$ cat src/rtl/matmul_pkg.sv
// Shared constants and FSM state type for the 4x4 matrix-multiply scheduler.
package matmul_pkg;

  localparam int N      = 4;
  localparam int DATA_W = 8;
  localparam int ACC_W  = 16;
  localparam int LOG_N  = $clog2(N);
  // {i,j,k} packed into one counter, k in the low bits
  localparam int IDX_W  = 3 * LOG_N;

  typedef enum logic [1:0] {
    ST_IDLE,
    ST_RUN,
    ST_DONE
  } state_e;

endpackage

$ cat src/rtl/mac_pe.sv
// Combinational multiply-accumulate element: sum = (clear ? 0 : acc) + a*b, with carry out of ACC_W bits.
module mac_pe #(
  parameter int DATA_W = matmul_pkg::DATA_W,
  parameter int ACC_W  = matmul_pkg::ACC_W
) (
  input  logic [DATA_W-1:0] a,
  input  logic [DATA_W-1:0] b,
  input  logic [ACC_W-1:0]  acc,
  input  logic              clear,
  output logic [ACC_W-1:0]  sum,
  output logic              carry
);

  localparam int PROD_W = 2 * DATA_W;
  // Wide enough that neither the product nor the running sum loses bits before the carry test
  localparam int SUM_W  = ((PROD_W > ACC_W) ? PROD_W : ACC_W) + 1;

  logic [PROD_W-1:0] product;
  logic [SUM_W-1:0]  addend;
  logic [SUM_W-1:0]  total;

  always_comb begin
    product = PROD_W'(a) * PROD_W'(b);
    addend  = clear ? '0 : SUM_W'(acc);
    total   = SUM_W'(product) + addend;
    sum     = total[ACC_W-1:0];
    carry   = |total[SUM_W-1:ACC_W];
  end

endmodule

$ cat src/rtl/matmul_sched.sv
// Sequential C = A*B scheduler: one shared MAC per cycle, k fastest, then j, then i; 64 cycles per 4x4 job.
module matmul_sched #(
  parameter int N      = matmul_pkg::N,
  parameter int DATA_W = matmul_pkg::DATA_W,
  parameter int ACC_W  = matmul_pkg::ACC_W
) (
  input  logic                    clk,
  input  logic                    reset,
  input  logic                    start_valid,
  output logic                    start_ready,
  input  logic [N*N*DATA_W-1:0]   a,
  input  logic [N*N*DATA_W-1:0]   b,
  output logic [N*N*ACC_W-1:0]    res,
  output logic                    done_valid,
  input  logic                    done_ready,
  output logic                    busy,
  output logic                    overflow
);

  import matmul_pkg::*;

  localparam int FW = IDX_W / 3;

  state_e                  state_q, state_d;
  logic [IDX_W-1:0]        idx_q, idx_d;
  logic [ACC_W-1:0]        acc_q, acc_d;
  logic                    overflow_q, overflow_d;
  logic [N*N*DATA_W-1:0]   a_q, a_d;
  logic [N*N*DATA_W-1:0]   b_q, b_d;
  logic [N*N*ACC_W-1:0]    res_q, res_d;

  logic [FW-1:0]           i_idx, j_idx, k_idx;
  logic [2*FW-1:0]         a_sel, b_sel, r_sel;
  logic [DATA_W-1:0]       a_elem, b_elem;
  logic [ACC_W-1:0]        mac_sum;
  logic                    mac_carry;
  logic                    k_first, k_last;

  assign {i_idx, j_idx, k_idx} = idx_q;
  assign a_sel   = {i_idx, k_idx};
  assign b_sel   = {k_idx, j_idx};
  assign r_sel   = {i_idx, j_idx};
  assign a_elem  = a_q[int'(a_sel)*DATA_W +: DATA_W];
  assign b_elem  = b_q[int'(b_sel)*DATA_W +: DATA_W];
  assign k_first = (k_idx == '0);
  assign k_last  = (k_idx == FW'(N-1));

  mac_pe #(
    .DATA_W (DATA_W),
    .ACC_W  (ACC_W)
  ) u_mac (
    .a     (a_elem),
    .b     (b_elem),
    .acc   (acc_q),
    .clear (k_first),
    .sum   (mac_sum),
    .carry (mac_carry)
  );

  always_comb begin
    state_d    = state_q;
    idx_d      = idx_q;
    acc_d      = acc_q;
    overflow_d = overflow_q;
    a_d        = a_q;
    b_d        = b_q;
    res_d      = res_q;
    case (state_q)
      ST_IDLE: begin
        if (start_valid) begin
          a_d        = a;
          b_d        = b;
          overflow_d = 1'b0;
          idx_d      = '0;
          state_d    = ST_RUN;
        end
      end
      ST_RUN: begin
        acc_d = mac_sum;
        if (mac_carry) begin
          overflow_d = 1'b1;
        end
        if (k_last) begin
          res_d[int'(r_sel)*ACC_W +: ACC_W] = mac_sum;
        end
        // Index wraps to zero naturally after the last MAC of the job
        idx_d = idx_q + 1'b1;
        if (idx_q == '1) begin
          state_d = ST_DONE;
        end
      end
      ST_DONE: begin
        if (done_ready) begin
          state_d = ST_IDLE;
        end
      end
      default: state_d = ST_IDLE;
    endcase
  end

  always_ff @(posedge clk) begin
    if (!reset) begin
      state_q    <= ST_IDLE;
      idx_q      <= '0;
      acc_q      <= '0;
      overflow_q <= 1'b0;
      a_q        <= '0;
      b_q        <= '0;
      res_q      <= '0;
    end else begin
      state_q    <= state_d;
      idx_q      <= idx_d;
      acc_q      <= acc_d;
      overflow_q <= overflow_d;
      a_q        <= a_d;
      b_q        <= b_d;
      res_q      <= res_d;
    end
  end

  assign start_ready = (state_q == ST_IDLE);
  assign busy        = (state_q == ST_RUN);
  assign done_valid  = (state_q == ST_DONE);
  assign overflow    = overflow_q;
  assign res         = res_q;

endmodule

$ cat config.mk
export PLATFORM = sky130hd
export DESIGN_NAME = matmul_sched
export DESIGN_NICKNAME = d
export VERILOG_FILES = /design/src/rtl/matmul_pkg.sv /design/src/rtl/mac_pe.sv /design/src/rtl/matmul_sched.sv
export SDC_FILE = /design/constraint.sdc
export NUM_CORES = 1
export LEC_CHECK = 0
export CORE_MARGIN = 5
export CORE_UTILIZATION = 35
export DETAILED_ROUTE_END_ITERATION = 8
export SYNTH_ARGS = -nofsm -noshare
export SYNTH_HDL_FRONTEND = slang
export SYNTH_SLANG_ARGS = --single-unit
$ cat constraint.sdc
create_clock -name clk -period 13.33 [get_ports clk]
set_input_delay 1.333 -clock clk [delete_from_list [all_inputs] [get_ports clk]]
set_output_delay 1.333 -clock clk [all_outputs]
set_load 0.02 [all_outputs]
======== Yosys cells after proc, flatten, opt, wreduce, memory -nomap -nowiden ========
Cells that the tools add are included.
W data, S select, Z words.
word-level totals
  register bits after elaboration ......... 537
  bits in latches ......................... 0
  bits in writable memories ............... 0
  memory bits (read-only) ................. 0
  input port bits ......................... 260
  word-level logic and storage cells ...... 42
  memories kept ........................... 0
operators by class
  $add $sub $neg .......................... 3
  multipliers ............................. 1
  divide/modulo/power cells ............... 0
  order comparisons ....................... 0
  equal/unequal tests ..................... 8
  shift-type cells ........................ 4
  mux-type cells .......................... 11
  bitwise logic cells ..................... 0
  reduce and logical (&&, ||, !) cells .... 8
operator list
  cell                         number
  $bwmux W256                  1
  $shift A16 B33 Y256 const A  1
  $shiftx A128 B8 Y8           2
  $shiftx A16 B33 Y256         1
  $neg A8 Y33                  1
  $add A16 B17 Y17             1
  $mul A8 B8 Y16               1
  $mux W16                     1
  $pmux W6 S2                  1
  $add A6 B1 Y6 const B        1
  $eq A6 B6 Y1 const B         1
  $mux W2                      3
  $mux W6                      1
  $ne A2 B1 Y1 const B         3
  $pmux W2 S3                  1
  $reduce_and A2 Y1            3
  $reduce_and A3 Y1            2
  $eq A2 B2 Y1 const B         2
  $logic_not A2 Y1             2
  $eq A2 B1 Y1 const B         1
  $mux W1                      2
  $ne A2 B2 Y1 const B         1
  $pmux W1 S2                  1
  $reduce_bool A2 Y1           1

======== Depth between registers and ports, before layout ========
  word-level depth ........................ 5
  gate-level depth with buffers ........... 26
  gate-level depth less buffers ........... 20

======== Hierarchy ========
A second synthesis with hierarchy kept.
second synthesis, totals
  cells, all modules ...................... 2754
  area, all modules ....................... 25019.0 um^2
modules (own cells, without submodules)
  module        instances  cells an instance  area each (um^2)  sequential area each (um^2)
  matmul_sched  1          2416               22245.1           10750.3
  mac_pe        1          338                2773.9            0.0

======== Worst setup path before layout ========
OpenSTA, ideal clock, no wires.
  path kind ............................... register to register
  start point ............................. register idx_q[2]
  end point ............................... register res_q[15], in the netlist res[15]
  library setup time ...................... 132 ps
  data arrival time ....................... 5880 ps
  data required time ...................... 13198 ps
  path slack .............................. 7317 ps
  cell stages (with the launch flop) ...... 23
  path through ............................ dfxtp_1 buf_2 buf_2 mux4_2 nand2_1 a21oi_1 a21oi_1 nor2b_1 fa_1 fa_1 fa_1 inv_1 fa_1 inv_1 ha_1 and3_1 a221oi_2 nor3_1 or4_1 buf_2 buf_6 nand3_1 a21oi_1
between the ends
  word-level cells in the longest chain between the ends .. 5
RTL lines
  element                   line                 RTL
  start: declaration        matmul_sched.sv:25   logic [IDX_W-1:0] idx_q, idx_d;
  start signal: assignment  matmul_sched.sv:112  idx_q <= idx_d;
  $shiftx A128 B8 Y8        matmul_sched.sv:44   assign b_elem = b_q[int'(b_sel)*DATA_W +: DATA_W];
  $mul A8 B8 Y16            mac_pe.sv:23         product = PROD_W'(a) * PROD_W'(b);
  $add A16 B17 Y17          mac_pe.sv:25         total = SUM_W'(product) + addend;
  $shiftx A16 B33 Y256      matmul_sched.sv:84   res_d[int'(r_sel)*ACC_W +: ACC_W] = mac_sum;
  $bwmux W256 (*)           matmul_sched.sv:84
  end signal: assignment    matmul_sched.sv:117  res_q <= res_d;
  end: declaration          matmul_sched.sv:30   logic [N*N*ACC_W-1:0] res_q, res_d;
Every way passes the cells marked *; elsewhere a longest branch is shown, timed or not.
A chain may end at the register's enable or synchronous reset.

======== Worst setup path after layout ========
  start point ............................. register idx_q[0]
  end point ............................... register res_q[159], in the netlist res[159]
between the ends
  word-level cells in the longest chain between the ends .. 5
RTL lines
  element                                           line                        RTL
  $shiftx A128 B8 Y8, or another cell as far along  matmul_sched.sv:43          assign a_elem = a_q[int'(a_sel)*DATA_W +: DATA_W];
  $mul A8 B8 Y16 or $mux W16 (tied branches)        mac_pe.sv:23, mac_pe.sv:24
  $add A16 B17 Y17                                  mac_pe.sv:25
  $shiftx A16 B33 Y256                              matmul_sched.sv:84
  $bwmux W256                                       matmul_sched.sv:84
Parallel ways exist; a longest one is shown, timed or not.

==> metrics.yaml <==
drcViolationCount: 0
hp-class: "reg2reg"
core.rowCount: 95
fin_setup_tns_ns: 0
cts.sinks: 537
netlist_instances: 2886
status: "finished, final reports clean"
fin_crit_ns: 7.51
drtIter0Drc: 1693
synth_compound_area_share_pct: 13.7
crit_type: "reg2reg"
synth_edf_count: 0
path_cells: "buf_4 > mux4_2 > mux2_2 > o21ai_1 > nor2_1 > fa_1 > fa_1 > fa_1 > inv_1 > fa_1 > inv_1 > ha_1 > and3_1 > a221oi_2 > nor3_1 > or4_1 > nand4_1 > a21oi_1"
finalMaxSlewViolations: 0
crit_slowest_cell: "or4_1"
async_reset_ff_share_pct: 0
grt_pass1_vias: 20600
maxSlewHeadroom_pct: 20.1
finalCritPeriodShare_pct: 56.3
cp.required_ns: 13.80
synth_area_per_cell_um2: 8.24
drive_gt1_share_pct: 7.16
path_max_fanout: 32
vias: 21300
htreeDepth: 2
core_mm2: 0.0673
leakage_nw: 11.3
cts_hold_buf: 0
clk_latency_ns: 0.64
ys_seq_elements: 537
synthTopCellsByArea: "dfxtp_1 45%, nand2_1 14%, a21oi_1 11%"
hold_violations: 0
rsz0062_at_grt: "false"
ios: 520
post_cts_buffers: 0
vdd_drop_max_mv: 0.0905
cts_tree: "done"
pwr_density_cell_mw_per_mm2: 119
antenna_found_initial: 14
synth_xor_area_share_pct: 0.510
avgRoutedWirePerCell_um: 20.1
cts_resized: 0
critPathMostFrequentCell: "fa_1"
critical_path_arrival_ns: 7.98
avgViaCountPerCell: 5.05
worstSetupStartpointType: "flop"
area_delta_synth_final_pct: 32.2
synth_cell_types: 65
setup_viol: 0
antenna_left: 0
tightest_slew_ns: 1.20
synth_fa_ha_area_share_pct: 6.50
nets: 3629
fin_skew_ns: 0.0403
place_congestion: 0.870
initial_utilization_pct: 35.4
max_freq_mhz: 133
first_pass_iters: 5
cts_made_buffers: 59
cts_root_buf: "clkbuf_16"
muxShareOfSynthArea_pct: 6.79
grt_max_degree: 203
stdcell_count: 4205
critPathMaxStageDelay_ns: 0.79
die_h_um: 271
chipWidth_um: 271
synth_nets: 3239
synth.top_cell.area_share_pct: 45.2
cts_buffer_depth: 3
yosys.area.top_type: "dfxtp_1"
die_area_mm2: 0.0733
io_buffers: 519
ys.warnings.count: 0
grt_pass1_wl_um: 126000
drv_cap: 0
synth_ff_type: "dfxtp_1"
synth_top_family_by_area: "simple AND/OR/NAND/NOR gates"
fin_hold_ws_ns: 0.449
overflow: 0
hpwl_um: 60200
path_clk_slew_ns: 0.06
crit_path_end_kind: "flop"
dpl.cell_count: 4088
drt_wl_total_um: 84300
syn_area_mm2: 0.0238
track_usage_pct: 22.0
yosys.area_share.simple_pct: 21.9
ys_seq_area_share_pct: 45.2
-- kinds of logic after synthesis --
family / after synthesis
flip-flops: 537
AO/OA/AOI/OAI: 602
multiplexers: 78
AND/OR/NAND/NOR: 1257
XOR/XNOR: 13
adder cells (fa/ha/maj): 93
buffers and inverters: 306
-- synthesized netlist by cell type, types with 2 or more instances --
| cell | number |
|---|---|
| buf_2 | 37 |
| inv_1 | 84 |
| clkbuf_2 | 2 |
| nand4_1 | 18 |
| o21bai_1 | 2 |
| nor2_1 | 183 |
| nor3_1 | 8 |
| nand3b_1 | 3 |
| xnor2_1 | 5 |
| xor2_1 | 7 |
| clkinv_1 | 3 |
| nand2b_1 | 35 |
| o21ai_0 | 35 |
| o22ai_1 | 3 |
| buf_4 | 6 |
| clkbuf_1 | 154 |
| o21a_1 | 8 |
| a32o_1 | 12 |
| nor3_2 | 4 |
| and3_1 | 5 |
| a21oi_1 | 502 |
| o211a_1 | 2 |
| mux2_2 | 6 |
| nand4b_1 | 2 |
| nor2b_1 | 18 |
| buf_1 | 12 |
| a31oi_2 | 2 |
| a21o_1 | 4 |
| dfxtp_1 | 537 |
| mux4_2 | 66 |
| mux2i_1 | 6 |
| a211oi_1 | 6 |
| fa_1 | 51 |
| or2_2 | 8 |
| ha_1 | 42 |
| nand3_1 | 87 |
| buf_6 | 4 |
| nand2_1 | 862 |
| and2_1 | 11 |
| nand3_2 | 8 |
| o21ai_1 | 7 |
| o211ai_1 | 2 |
| o31ai_1 | 5 |
-- worst paths after layout --
kind	start	end	slack, ns	cells after the start
worst max-delay path	idx_q[0]$_SDFFE_PN0P_	res[159]$_SDFFE_PN0P_	5.82	18
worst min-delay path	res[92]$_SDFFE_PN0P_	res[92]$_SDFFE_PN0P_	0.45	2
worst max register to register	idx_q[0]$_SDFFE_PN0P_	res[159]$_SDFFE_PN0P_	5.82	18
worst min register to register	res[92]$_SDFFE_PN0P_	res[92]$_SDFFE_PN0P_	0.45	2
-- critical path: cells and delay by family (launching register included) --
kind                       cells  cell delay [ns]
adders and majority gates      5             2.45
DFF                            1             0.67
muxes                          2             0.90
AOI/OAI and AO/OA              3             1.06
and+or+nand+nor                5             1.55
buffers and inverters          3             0.70
-- power breakdown --
group	internal, mW	switching, mW	leakage, nW
clock	1.02	0.689	1.00
combinational	0.153	0.198	5.88
sequential	1.65	0.0289	4.37
-- layout make-up --
cell class	instances	area (um^2)
well taps	873	1090
clock inverters	19	264
diodes	7	17.5
clock buffers	91	1780
inverters	88	338
fillers	6679	35800
multi-input cells	2043	11800
repair buffers	547	5410
flip-flops and latches	537	10800
-- stage by stage --
stage	util, %	worst slack [ns]	power, mW	instance area, um^2
floorplan	-	7.32	1.90	23800
global placement	43.7	5.85	2.07	29400
detailed placement	43.7	5.82	2.07	29400
CTS	46.7	5.81	3.78	31400
global route	46.7	5.48	3.88	31400
finish	46.7	5.82	3.74	31500
-- cells in the final DEF (no fill, tap or decap), drive strengths merged, types with 8 or more instances in the layout --
master         synthesis  final
a21oi                502    502
a32o                  12     12
and2                  11     11
buf                   60     29
clkbuf               157     91
clkdlybuf4s50          0    518
clkinv                 3     15
dfxtp                537    537
fa                    51     51
ha                    42     42
inv                   85     86
mux4                  66     66
nand2                862    862
nand2b                35     35
nand3                 95     95
nand4                 18     18
nor2                 183    183
nor2b                 18     18
nor3                  13     13
o21a                   8      8
o21ai                 43     43
or2                    8      8
-- state kept, by name, summed over array words and instances, names as in the netlist --
| register | flops |
|---|---|
| res | 256 |
| a_q | 128 |
| b_q | 128 |
| acc_q | 16 |
| idx_q | 6 |
| state_q | 2 |
| overflow | 1 |
-- routing by layer --
metal	GRT usage (%)	up-vias	wire length, um
met4	7.63	14	3130
met3	5.10	151	5870
met2	36.4	678	39600
li1	-	10400	-
met1	28.4	10100	35700
met5	0	-	92
(Power assumes the default switching activity.)
==> edit (config.mk and constraints unchanged) <==
Change the package constant `N` from 4 to 2.
--- a/src/rtl/matmul_pkg.sv
+++ b/src/rtl/matmul_pkg.sv
@@ -3,3 +3,3 @@
 
-  localparam int N      = 4;
+  localparam int N      = 2;
   localparam int DATA_W = 8;
Interface: changed (resized a, b and res); port bits go from 520 to 136. No check against the original RTL was run, so the function may have changed too.
==> edit against the original RTL <==
Synthesized cell count fell by 66%; routed wire length fell by 72%; worst setup slack improved by 1700 ps; critical path depth did not move; maximum frequency rose by 30%; utilization fell by 2.2 points; sequential cell count fell by 387; critical path type unchanged; die area fell by 61%; total power fell by 70%; count of clock-buffer cells in the layout fell by 70; synthesized area fell by 63%; design area fell by 65%.
==> edit: results (changes against the original RTL) <==
Status
  • Outcome: completed

GRT
  • Initial antenna violation count: 0 (-14)
  • Largest net degree at the start of global routing: 83 (-59%)
  • First-pass GRT wire length: 38.6 mm (-69%)
  • Vias in the first global route: 7,072 (-66%)
  • Total GRT Usage: 17.0% (-5.0 points)

Setup path
  • Crit path capture: acc_q[14]$_SDFFE_PN0P_
  • Crit path max fanout: 39 (+22%)
  • Delay-heaviest family, CP: adder cells
  • Crit path arrival time: 6070 ps (-1910 ps)
  • R2R Setup Slk: 7550 ps (+1730 ps)
  • FF-to-FF path depth: 18 (unchanged)
  • Slowest-stage cell, CP: mux4_2
  • Crit-path max cell delay: 670 ps (-120 ps)
  • Crit path from: idx_q[0]$_SDFFE_PN0P_

Timing
  • Worst slew margin: 30.2% (+10 points)
  • Skew final: 11.3 ps (-29.1 ps)

Finish
  • # diodes: 0 (-7)
  • Layout cell share with drive strength beyond 1: 6.31% (-0.85 points)
  • Final net count: 1,244 (-66%)
  • Largest register FFs: 64 (-75%)

Power and ir drop
  • LEAKAGE: 4.31 nW (-62%)
  • Peak VDD IR: 0.0000762 V (-16%)

Synthesis
  • Syn. warnings: 0 (unchanged)
  • Post-synth ARST share: 0% (unchanged)
  • Synth top cells by count: nand2_1 (215), dfxtp_1 (150), inv_1 (92)
  • Part of the Yosys area used for sequential elements: 34.4% (-11 points)
  • Ranking of synthesized cells by area: dfxtp_1 (34%), fa_1 (12%), nand2_1 (9.2%)
  • Post-synth cell types: 54 (-17%)
  • Syn nets: 1,139 (-65%)

Placement
  • Port Buffers: 135 (-74%)
  • GPL Wtd Cong: 0.845 (-2.9%)
  • Placement Cell Area: 10,300 um^2 (-65%)
  • HPWL Detailed: 17.3 mm (-71%)

Drt
  • Metal3 WL: 780 um (-87%)
  • Routed wire length: 23.3 mm (-72%)
  • Routed wl met2: 11.1 mm (-72%)
  • Vias per Instance: 4.85 (-4.1%)
  • M1 WL: 11.2 mm (-69%)
  • DRT iter0 DRCs: 509 (-70%)
  • DR top layer: met4

Clocking
  • H-tree level count: 4 (+2)
  • CTS Buffer Depth: 2 (-1)
  • Clk_lat worst skew: 430 ps (-210 ps)
  • CTS root buf: clkbuf_16
  • CTS buffer count: 17 (-71%)
  • CTS resizes: 0 (unchanged)

Min path
  • Worst Hold End: res[61]$_SDFFE_PN0P_
  • Hold Path Class: flop to flop
  • Min-delay src: res[61]$_SDFFE_PN0P_
edit: through the flow:
step | std cells | setup WS (ps) | hold WS (ps) | utilization, %
global placement | 1387 | 7590 | 447 | 42.1
floorplan | 977 | 7970 | 430 | -
CTS | 1418 | 7520 | 457 | 44.6
detailed placement | 1387 | 7500 | 449 | 42.1
global route | 1418 | 7180 | 479 | 44.6
finish | 1418 | 7550 | 453 | 44.6
edit: layout make-up:
cell class | instances | area (um^2)
clock inverter | 10 | 145
fill | 2382 | 13600
tap | 324 | 405
timing repair buffer | 139 | 1380
inverter | 93 | 349
multi-input combinational | 681 | 5160
clock buffer | 21 | 460
sequential | 150 | 3000
edit: cell families after synthesis:
family | synth area share, %
and+or+nand+nor | 20.7
xor gates and xnor gates | 0.974
adders and majority gates | 17.8
AOI/OAI and AO/OA | 15.4
buffers and inverters | 6.56
DFF | 34.4
muxes | 4.12
edit: where the power goes:
group / internal, W / total (W) / leakage [nW] / switching [W]
clock network: 0.000305 / 0.000501 / 0.291 / 0.000195
logic: 0.0000565 / 0.000134 / 2.80 / 0.0000775
registers: 0.000463 / 0.000471 / 1.22 / 0.00000805
edit: tightest hold or removal path: cells and delay by family, from the launching register on:
family             cells  cell delay [ps]
DFF                    1              310
and+or+nand+nor        1               50
AOI/OAI and AO/OA      1               50
edit: metal layers:
metal,GRT usage [%],vias up
met5,0,-
met4,3.95,0
met3,3.24,17
met2,27.7,137
met1,23.4,3308
li1,-,3412
